$ cat config.mk
export PLATFORM = sky130hd
export DESIGN_NAME = textcon
export DESIGN_NICKNAME = d
export VERILOG_FILES = /design/src/rtl/textcon.sv
export SDC_FILE = /design/constraint.sdc
export NUM_CORES = 1
export LEC_CHECK = 0
export ABC_AREA = 1
export ABC_CLOCK_PERIOD_IN_PS = 11900
export CORE_ASPECT_RATIO = 0.9
export CORE_UTILIZATION = 60
export DETAILED_ROUTE_END_ITERATION = 12
export GPL_TIMING_DRIVEN = 1
export PLACE_DENSITY = 0.86
export SLEW_MARGIN = 20
export SYNTH_ARGS = -nofsm -noshare
export SYNTH_HDL_FRONTEND = slang
export SYNTH_SLANG_ARGS = --single-unit
$ cat constraint.sdc
create_clock -name clk_sys -period 11.9 [get_ports clk_sys]
set_input_delay 1.785 -clock clk_sys [delete_from_list [all_inputs] [get_ports clk_sys]]
set_output_delay 1.785 -clock clk_sys [all_outputs]
set_load 0.005 [all_outputs]
$ cat src/rtl/textcon.sv
// +--------------------------------------------------------------------------+
// | textcon: character stream to text-RAM writer with cursor, scroll, clear  |
// | Optional TEXTCON_FF_EN: form feed homes the cursor and clears the screen |
// | Revision: 1.0                                                            |
// +--------------------------------------------------------------------------+
`default_nettype none

module textcon #(
  parameter int WORD      = 32,
  parameter int BYTE_CNT  = 4,
  parameter int ADDRW     = 11,
  parameter int CIDXW     = 4,
  parameter int TRAM_HRES = 84,
  parameter int TRAM_VRES = 24
) (
  input  logic                clk_sys,
  input  logic                rst_sys,
  input  logic [7:0]          ch_data,
  input  logic [CIDXW-1:0]    ch_fg,
  input  logic [CIDXW-1:0]    ch_bg,
  input  logic                ch_valid,
  output logic                ch_ready,
  output logic [BYTE_CNT-1:0] tram_we,
  output logic [ADDRW-1:0]    tram_addr,
  output logic [WORD-1:0]     tram_din,
  output logic [ADDRW-1:0]    scroll_offs,
  output logic [ADDRW-1:0]    cur_col,
  output logic [ADDRW-1:0]    cur_row
);

  localparam logic [ADDRW:0]   c_total_w = (ADDRW+1)'(TRAM_HRES * TRAM_VRES);
  localparam logic [ADDRW:0]   c_hres_w  = (ADDRW+1)'(TRAM_HRES);
  localparam logic [ADDRW-1:0] c_row_max = ADDRW'(TRAM_VRES - 1);
  localparam logic [7:0]       c_lf      = 8'h0A;
  localparam logic [7:0]       c_cr      = 8'h0D;
  localparam logic [7:0]       c_bs      = 8'h08;
  localparam logic [7:0]       c_sp      = 8'h20;
`ifdef TEXTCON_FF_EN
  localparam logic [7:0]       c_ff      = 8'h0C;
`endif

  typedef enum logic [1:0] {S_IDLE, S_WRITE, S_SCROLL, S_CLEAR} state_t;

  state_t                r_state;
  logic [7:0]            r_code;
  logic [CIDXW-1:0]      r_fg;
  logic [CIDXW-1:0]      r_bg;
  logic [ADDRW-1:0]      r_scroll;
  logic [ADDRW-1:0]      r_col;
  logic [ADDRW-1:0]      r_row;
  logic [BYTE_CNT-1:0]   r_we;
  logic [ADDRW-1:0]      r_addr;
  logic [WORD-1:0]       r_din;
  logic [ADDRW-1:0]      r_clr_next;
  logic [ADDRW:0]        r_clr_left;

  logic [ADDRW:0]        w_lin;
  logic [ADDRW-1:0]      w_wr_addr;
  logic [ADDRW:0]        w_col_inc;
  logic                  w_print;
  logic                  w_newline;

  // Both operands are below the screen size, so one conditional subtract wraps.
  function automatic logic [ADDRW-1:0] wrap_add(input logic [ADDRW:0] a, input logic [ADDRW:0] b);
    logic [ADDRW:0] s;
    s = a + b;
    if (s >= c_total_w) s = s - c_total_w;
    return s[ADDRW-1:0];
  endfunction

  function automatic logic [WORD-1:0] pack_word(input logic [7:0] code, input logic [CIDXW-1:0] fg,
                                                input logic [CIDXW-1:0] bg);
    logic [WORD-1:0] w;
    w = '0;
    w[7:0] = code;
    w[8 +: CIDXW] = fg;
    w[8+CIDXW +: CIDXW] = bg;
    return w;
  endfunction

  function automatic logic is_print(input logic [7:0] c);
    return (c >= 8'h20) && (c <= 8'h7E);
  endfunction

  assign w_lin     = {1'b0, r_row} * c_hres_w + {1'b0, r_col};
  assign w_wr_addr = wrap_add(w_lin, {1'b0, r_scroll});
  assign w_col_inc = {1'b0, r_col} + (ADDRW+1)'(1);
  assign w_print   = is_print(r_code);
  assign w_newline = (w_print && (w_col_inc == c_hres_w)) || (r_code == c_lf);

  assign ch_ready    = (r_state == S_IDLE) && !rst_sys;
  assign tram_we     = r_we;
  assign tram_addr   = r_addr;
  assign tram_din    = r_din;
  assign scroll_offs = r_scroll;
  assign cur_col     = r_col;
  assign cur_row     = r_row;

  always_ff @(posedge clk_sys) begin
    if (rst_sys) begin
      r_state    <= S_IDLE;
      r_code     <= '0;
      r_fg       <= '0;
      r_bg       <= '0;
      r_scroll   <= '0;
      r_col      <= '0;
      r_row      <= '0;
      r_we       <= '0;
      r_addr     <= '0;
      r_din      <= '0;
      r_clr_next <= '0;
      r_clr_left <= '0;
    end else begin
      r_we <= '0;
      case (r_state)
        S_IDLE: begin
          if (ch_valid && ch_ready) begin
            r_code  <= ch_data;
            r_fg    <= ch_fg;
            r_bg    <= ch_bg;
            r_state <= S_WRITE;
            // Write strobe is launched here so it is high during the WRITE cycle.
            if (is_print(ch_data)) begin
              r_we   <= '1;
              r_addr <= w_wr_addr;
              r_din  <= pack_word(ch_data, ch_fg, ch_bg);
            end
          end
        end
        S_WRITE: begin
          r_state <= S_IDLE;
          if (w_newline) begin
            r_col <= '0;
            if (r_row == c_row_max) r_state <= S_SCROLL;
            else r_row <= r_row + ADDRW'(1);
          end else if (w_print) begin
            r_col <= w_col_inc[ADDRW-1:0];
          end else if (r_code == c_cr) begin
            r_col <= '0;
          end else if (r_code == c_bs) begin
            if (r_col != '0) r_col <= r_col - ADDRW'(1);
          end
`ifdef TEXTCON_FF_EN
          else if (r_code == c_ff) begin
            r_scroll   <= '0;
            r_col      <= '0;
            r_row      <= '0;
            r_we       <= '1;
            r_addr     <= '0;
            r_din      <= pack_word(c_sp, r_fg, r_bg);
            r_clr_next <= wrap_add('0, (ADDRW+1)'(1));
            r_clr_left <= c_total_w - (ADDRW+1)'(1);
            r_state    <= S_CLEAR;
          end
`endif
        end
        S_SCROLL: begin
          r_we       <= '1;
          r_addr     <= r_scroll;
          r_din      <= pack_word(c_sp, r_fg, r_bg);
          r_clr_next <= wrap_add({1'b0, r_scroll}, (ADDRW+1)'(1));
          r_clr_left <= c_hres_w - (ADDRW+1)'(1);
          r_scroll   <= wrap_add({1'b0, r_scroll}, c_hres_w);
          r_state    <= S_CLEAR;
        end
        S_CLEAR: begin
          if (r_clr_left == '0) begin
            r_state <= S_IDLE;
          end else begin
            r_we       <= '1;
            r_addr     <= r_clr_next;
            r_din      <= pack_word(c_sp, r_fg, r_bg);
            r_clr_next <= wrap_add({1'b0, r_clr_next}, (ADDRW+1)'(1));
            r_clr_left <= r_clr_left - (ADDRW+1)'(1);
          end
        end
        default: r_state <= S_IDLE;
      endcase
    end
  end

endmodule

`default_nettype wire

==> impl_metrics.csv, run 1 <==
group,metric,value,unit
layout,final_cell_area,8330,um2
floorplan,die_w,119,um
critical_path,rrSetupSlack,7.16,ns
timing,grt_setup_unrepaired,"no",
logic_synthesis,yosysSeqAreaShare,0.273,
cts,cts_setup_buffers,0,
grt,grt_pass1_wl,31200,um
grt,grt_max_degree,49,
logic_synthesis,synth.ff_latch_count,100,
critical_path,worstPathRequired,10.12,ns
drt,num_vias,7384,
layout,area_delta_synth_final,13.4,%
worst_hold_path,holdPathStages,2,
worst_hold_path,hold_class,"flip-flop to flip-flop",
cts,cts_tree,"done",
logic_synthesis,synthesis.area,7350,um2
critical_path,reg2reg_depth,21,
critical_path,reg2reg_to,"tram_addr[7]",
timing,max_freq,206,MHz
critical_path,end_kind,"primary output",
drt,drtIter0Drc,620,
worst_hold_path,min_to,"tram_din[7]",
power,p_total,0.731,mW
logic_synthesis,synth_edf_count,0,
logic_synthesis,synth-async-reset-ratio,0,
timing,tns,0,ns
critical_path,startpoint,"rst_sys",
critical_path,crit_type,"primary input to primary output",
logic_synthesis,synth_warnings,0,
placed_design,place_area,8040,um2
power,powerDensity,87.7,nW/um2
grt,gr-total-overflow,0,
drt,drt-pass1-iter-count,7,
timing,skew,0.0147,ns
timing,hold_viol_final,0,
layout,drive_above_1_share,0.0491,
placed_design,hpwl,14100,um
floorplan,die_y,107,um
critical_path,r2r_start,"cur_row[3]",
timing,slew_violations,0,
logic_synthesis,synth.distinct_cells,49,
layout,antenna_cells,0,
timing,slew-limit-headroom,0.370,
drt,drc,0,
drt,wirelength,19200,um
placed_design,dp.cells,1280,
timing,post-route-period-util,0.408,
timing,worst_slew_pin_slew,0.942,ns
floorplan,start_util,0.630,
cts,clkTransAtPathRegs,0.07,ns
cts,cts_buffer_depth,2,
cts,cts_sinks,100,
run_status,status,"complete, no violations",
placed_design,io_buffer_count,81,
placed_design,globalplace.congestion,0.972,
worst_hold_path,worstHoldStart,"tram_din[7]",
grt,grt_pass1_vias,6566,
logic_synthesis,syn_avg_cell_area,6.78,um2
grt,antenna_found_initial,0,
floorplan,ios,100,
layout,finalNetCount,1208,
cts,cts.hold.buffers_added,0,
power,vdd_drop_max,0.0853,mV
cts,root_buffer,"clkbuf_16",
cts,cts_buffers,9,
timing,finalCriticalPeriod,4.85,ns
critical_path,cp-start-kind,"primary input",
logic_synthesis,synthCells,1083,
cts,htreeDepth,3,
layout,multiInputGateArea,4440,um2
floorplan,num_rows,37,
grt,grt_usage,0.305,
floorplan,die_area,12700,um2
power,p_leak,3.67,nW
drt,viasPerCell,5.70,
cts,post_cts_resize_count,0,
critical_path,worstPathArrival,3.07,ns
timing,setup_violations,0,
drt,wl_per_cell,14.8,um
layout,regArea,2000,um2
floorplan,core-area,11700,um2
drt,antenna_left,0,
flow_run,maxCapViolCount,0,
logic_synthesis,synth_ff_type,"dfxtp_1",
layout,stdcell_count,1296,
cts,worstSkewPairLatency,0.36,ns
layout,fill_cells,979,
critical_path,cp_max_fo,48,
==> worst max-delay path, stage by stage <==
cell	delay, ns
buf_2	0.68
nor3_2	0.11
clkdlybuf4s50_1	0.48
==> layer usage <==
metal / global-route usage / routed length, um / share of wire / up-vias
met5: 0 / 0 / 0 / -
met3: 0.0489 / 1320 / 0.069 / 47
met4: 0.127 / 588 / 0.031 / 0
met1: 0.406 / 8400 / 0.44 / 3388
li1: - / - / - / 3631
met2: 0.493 / 8920 / 0.46 / 318
==> state kept, by name, summed over array words and instances, names as in the netlist, named ones only <==
name,count
r_fg,4
scroll_offs,9
cur_row,11
r_clr_next,11
r_code,8
r_state,1
r_clr_left,12
tram_din,16
cur_col,11
tram_addr,11
r_bg,4
tram_we,1
==> power by group <==
group / switching (mW) / total [mW] / internal [mW]
Clock: 0.147 / 0.295 / 0.148
Sequential: 0.00915 / 0.353 / 0.344
Combinational: 0.0482 / 0.0832 / 0.0350
==> synthesized netlist by cell type, types with 2 or more instances <==
| master | instances | area [um2] |
|---|---|---|
| xor2_1 | 29 | 254 |
| buf_6 | 7 | 78.8 |
| nor4_1 | 3 | 18.8 |
| o22ai_1 | 14 | 87.6 |
| fa_1 | 13 | 260 |
| nand3b_1 | 12 | 90.1 |
| nand2_4 | 3 | 33.8 |
| nand2_2 | 5 | 31.3 |
| xnor2_1 | 8 | 70.1 |
| a21oi_1 | 85 | 425 |
| a211oi_1 | 2 | 15.0 |
| nor2_4 | 4 | 45.0 |
| inv_1 | 147 | 552 |
| nand2_1 | 229 | 860 |
| nor3_2 | 2 | 20.0 |
| buf_2 | 5 | 25.0 |
| a31oi_1 | 17 | 106 |
| ha_1 | 41 | 513 |
| nand4_1 | 31 | 194 |
| nor3_1 | 26 | 130 |
| o21ai_1 | 15 | 75.1 |
| nand3_1 | 68 | 340 |
| nor3b_1 | 2 | 15.0 |
| nor2_2 | 5 | 31.3 |
| nor2_1 | 71 | 267 |
| inv_2 | 7 | 26.3 |
| nand3_2 | 4 | 40.0 |
| nand4_2 | 2 | 25.0 |
| buf_4 | 24 | 180 |
| dfxtp_1 | 100 | 2000 |
| clkbuf_1 | 20 | 75.1 |
| o21ai_0 | 65 | 325 |
==> how the worst max path moves through the flow <==
stage,to,slack (ns),cells after the start
6_report,ch_ready,7.05,3
5_1_grt,tram_addr[7],6.75,21
4_1_cts,ch_ready,7.04,3
3_5_place_dp,tram_addr[3],7.04,9
3_3_place_gp,ch_ready,7.08,3
2_1_floorplan,tram_addr[7],7.76,21
==> area by class of cell <==
type                            count  area share
Inverter                          157      0.0712
Tap cell                          156      0.0234
Timing Repair Buffer               82      0.0976
Clock buffer                        9      0.0270
Sequential cell                   100       0.240
Clock inverter                      7     0.00796
Multi-Input combinational cell    785       0.532
==> cell families after synthesis <==
kind of cell / share of synthesized area
flops: 0.273
compound gates: 0.151
other cells: 0.000510
fa+ha+maj: 0.105
buf+inv: 0.132
simple gates: 0.294
xor+xnor: 0.0441
==> layout by cell type, fill, tap and decap left out, types with 5 or more instances in the layout <==
| cell type | instances |
|---|---|
| a21oi_1 | 85 |
| a31oi_1 | 17 |
| clkbuf_16 | 9 |
| clkdlybuf4s50_1 | 80 |
| conb_1 | 18 |
| dfxtp_1 | 100 |
| fa_1 | 13 |
| ha_1 | 41 |
| inv_1 | 147 |
| inv_2 | 7 |
| nand2_1 | 229 |
| nand2_2 | 5 |
| nand3_1 | 68 |
| nand3b_1 | 12 |
| nand4_1 | 31 |
| nor2_1 | 71 |
| nor2_2 | 5 |
| nor3_1 | 26 |
| o21ai_0 | 65 |
| o21ai_1 | 15 |
| o22ai_1 | 14 |
| xnor2_1 | 8 |
| xor2_1 | 29 |
==> stage by stage <==
stage	util	setup slack (ns)	hold slack, ns
2_1_floorplan	-	7.76	0.429
3_3_place_gp	0.689	7.08	0.428
3_5_place_dp	0.689	7.04	0.440
4_1_cts	0.714	7.04	0.454
5_1_grt	0.714	6.75	0.473
6_report	0.714	7.05	0.453
Note: power is estimated with default switching activity, not from simulation.
==> inputs of run 2 (changes only) <==
--- a/config.mk
+++ b/config.mk
@@ -6,12 +6,12 @@
 export NUM_CORES = 1
 export LEC_CHECK = 0
 export ABC_AREA = 1
-export ABC_CLOCK_PERIOD_IN_PS = 11900
+export ABC_CLOCK_PERIOD_IN_PS = 4310
 export CORE_ASPECT_RATIO = 0.9
-export CORE_UTILIZATION = 60
+export CORE_UTILIZATION = 51
 export DETAILED_ROUTE_END_ITERATION = 12
 export GPL_TIMING_DRIVEN = 1
-export PLACE_DENSITY = 0.86
+export PLACE_DENSITY = 0.78
 export SLEW_MARGIN = 20
 export SYNTH_ARGS = -nofsm -noshare
 export SYNTH_HDL_FRONTEND = slang
==> constraint.sdc (replaced) <==
create_clock -name clk_sys -period 4.31 [get_ports clk_sys]
set_input_delay 0.6465 -clock clk_sys [delete_from_list [all_inputs] [get_ports clk_sys]]
set_output_delay 0.6465 -clock clk_sys [all_outputs]
set_load 0.005 [all_outputs]
==> run 2 against run 1 <==
- via count is 1.2% lower
- critical path depth rose by 18
- total power increased to 2.9 times the previous value
- clock skew down 0.0024 ns
- combinational power increased to 2.8 times the previous value
- critical path type is now flip-flop to flip-flop
- critical endpoint is now tram_addr[10]
- largest power group unchanged
- highest routed layer unchanged
==> impl_metrics.csv, run 2 (synthesis results as in run 1) <==
group,metric,value,unit
power,vdd_drop_max,0.215,mV
timing,max_freq,242,MHz
power,p_int,1.57,mW
timing,slew-limit-headroom,0.366,
floorplan,core-area,14100,um2
placed_design,io_buffer_count,81,
grt,grt_usage,0.262,
drt,drc,0,
worst_hold_path,holdPathStages,2,
drt,viasPerCell,5.41,
drt,wirelength,19700,um
grt,grt_util_met3,0.0485,
placed_design,hpwl,14100,um
floorplan,start_util,0.523,
timing,slew_violations,0,
drt,wl_per_cell,14.6,um
drt,drt-pass1-iter-count,5,
critical_path,worstPathRequired,4.60,ns
placed_design,post-place-ws,-0.0938,ns
worst_hold_path,min_to,"r_fg[1]",
critical_path,reg2reg_depth,21,
floorplan,die_area,14900,um2
cts,cts_buffers,9,
timing,finalCriticalPeriod,4.12,ns
timing,post-route-period-util,0.957,
critical_path,cp_max_fo,7,
grt,grt_pass1_vias,6332,
cts,cts_tree,"done",
cts,worstSkewPairLatency,0.36,ns
timing,worst_slew_pin_slew,0.948,ns
layout,area_delta_synth_final,19.4,%
power,p_clk_frac,0.438,
floorplan,die_w,129,um
cts,htreeDepth,3,
timing,skew,0.0123,ns
critical_path,crit_type,"flip-flop to flip-flop",
drt,antenna_left,0,
layout,antenna_cells,0,
power,switchingPower,0.574,mW
grt,gr-total-overflow,0,
floorplan,ios,100,
layout,multiInputGateArea,4660,um2
cts,clkTransAtPathRegs,0.08,ns
timing,hold_viol_final,0,
layout,regArea,2010,um2
layout,final_util,0.624,
cts,cts_sinks,100,
layout,largest_reg_flops,16,
flow_run,maxCapViolCount,0,
cts,root_buffer,"clkbuf_16",
layout,drive_above_1_share,0.0883,
worst_hold_path,hold_class,"flip-flop to flip-flop",
grt,grt_util_met1,0.371,
grt,top_usage_layer,"met2",
power,p_leak,3.77,nW
critical_path,end_kind,"flip-flop",
grt,grtUsageMet2,0.411,
floorplan,num_rows,41,
cts,cts_buffer_depth,2,
grt,grt_max_degree,48,
critical_path,worstPathArrival,4.42,ns
drt,num_vias,7299,
critical_path,r2r_start,"cur_row[3]",
critical_path,reg2reg_to,"tram_addr[10]",
grt,grt_pass1_wl,31000,um
drt,drtIter0Drc,674,
layout,final_common_cell,"nand2_1",
critical_path,rrSetupSlack,0.19,ns
layout,finalNetCount,1223,
timing,setup_violations,0,
power,power_frac_seq,0.452,
layout,fill_cells,1289,
timing,fin_ws,0.186,ns
power,powerDensity,245,nW/um2
layout,mostFrequentLayoutCells,"227 x nand2_1, 146 x inv_1, 98 x dfxtp_1",
floorplan,die_y,116,um
placed_design,globalplace.congestion,0.934,
critical_path,cp-start-kind,"flip-flop",
timing,tns,0,ns
grt,antenna_found_initial,0,
power,power_frac_comb,0.110,
power,p_sw_frac,0.267,
worst_hold_path,worstHoldStart,"r_fg[1]",
run_status,status,"complete, no violations",
==> run 2: cell types whose count changed in the layout (fill, tap and decap cells not counted), sizes merged <==
cell and delta:
bufinv +2, inv -1, buf +15, clkinvlp -2, clkinv +1
==> run 2: area by class of cell <==
type | instances | area share
flip-flops and latches | 100 | 0.229
multi-input cells | 785 | 0.532
clock inverters | 7 | 0.0133
inverters | 157 | 0.0676
repair buffers | 97 | 0.106
clock buffers | 9 | 0.0257
well taps | 193 | 0.0275
==> run 2: worst max-delay path by stage <==
| stage | from | to | slack, ns | depth (start not counted) |
|---|---|---|---|---|
| 6_report | cur_row[3] | tram_addr[10] | 0.19 | 21 |
| 5_1_grt | cur_row[3] | tram_addr[7] | -0.02 | 21 |
| 4_1_cts | cur_row[3] | tram_addr[10] | 0.01 | 21 |
| 3_5_place_dp | cur_row[3] | tram_addr[9] | -0.09 | 21 |
| 3_3_place_gp | cur_row[3] | tram_addr[9] | 0.09 | 21 |
| 2_1_floorplan | cur_row[3] | tram_addr[7] | 0.17 | 21 |
==> run 2: power groups by stage <==
stage               clock, mW  sequential (mW)  combinational, mW
detailed placement          0            0.993              0.229
finish                  0.940            0.971              0.236
global placement            0            0.992              0.228
global route            0.990            0.974              0.262
CTS                     0.952            0.971              0.232
floorplan                   0            0.986              0.166
==> run 2: timing repair <==
item                       in CTS  in global routing
resized for setup               5                 34
setup endpoints to repair       6                  6
hold buffers                    0                  0
setup buffers                   0                  1
pin swaps                       3                  6
==> run 2: stage by stage <==
step,power [mW],instances,hold slack [ns],cell area [um2]
6_report,2.15,1348,0.455,8770
5_1_grt,2.23,1348,0.477,8770
4_1_cts,2.16,1347,0.454,8550
3_5_place_dp,1.22,1331,0.443,8190
3_3_place_gp,1.22,1331,0.438,8190
2_1_floorplan,1.15,1100,0.429,7410
==> run 2: critical path: stages (launching register included) <==
cell and delay [ns]:
dfxtp_4 0.36, ha_1 0.29, ha_1 0.28, inv_1 0.05
fa_1 0.50, inv_1 0.07, ha_4 0.28, inv_1 0.05
nor2_2 0.11, nor2_2 0.05, xnor2_2 0.14, fa_1 0.58
ha_4 0.22, a21oi_2 0.12, o21ai_1 0.10, a31oi_2 0.27
nand3_4 0.16, nand2_1 0.12, nand2_1 0.06, nand2_1 0.06
nand3_1 0.07, a21oi_1 0.13
==> run 2: layer usage <==
layer | part of all wire | wire [um]
met3 | 0.062 | 1230
met4 | 0.014 | 275
met5 | 0 | 0
met2 | 0.45 | 8920
met1 | 0.47 | 9270
==> inputs of run 3 (changes only) <==
--- a/config.mk
+++ b/config.mk
@@ -12,7 +12,7 @@
 export DETAILED_ROUTE_END_ITERATION = 12
 export GPL_TIMING_DRIVEN = 1
 export PLACE_DENSITY = 0.78
-export SLEW_MARGIN = 20
+export SLEW_MARGIN = 25
 export SYNTH_ARGS = -nofsm -noshare
 export SYNTH_HDL_FRONTEND = slang
 export SYNTH_SLANG_ARGS = --single-unit
==> results of run 3 <==
The final DEF is identical to that of run 2; final timing and power are the same.
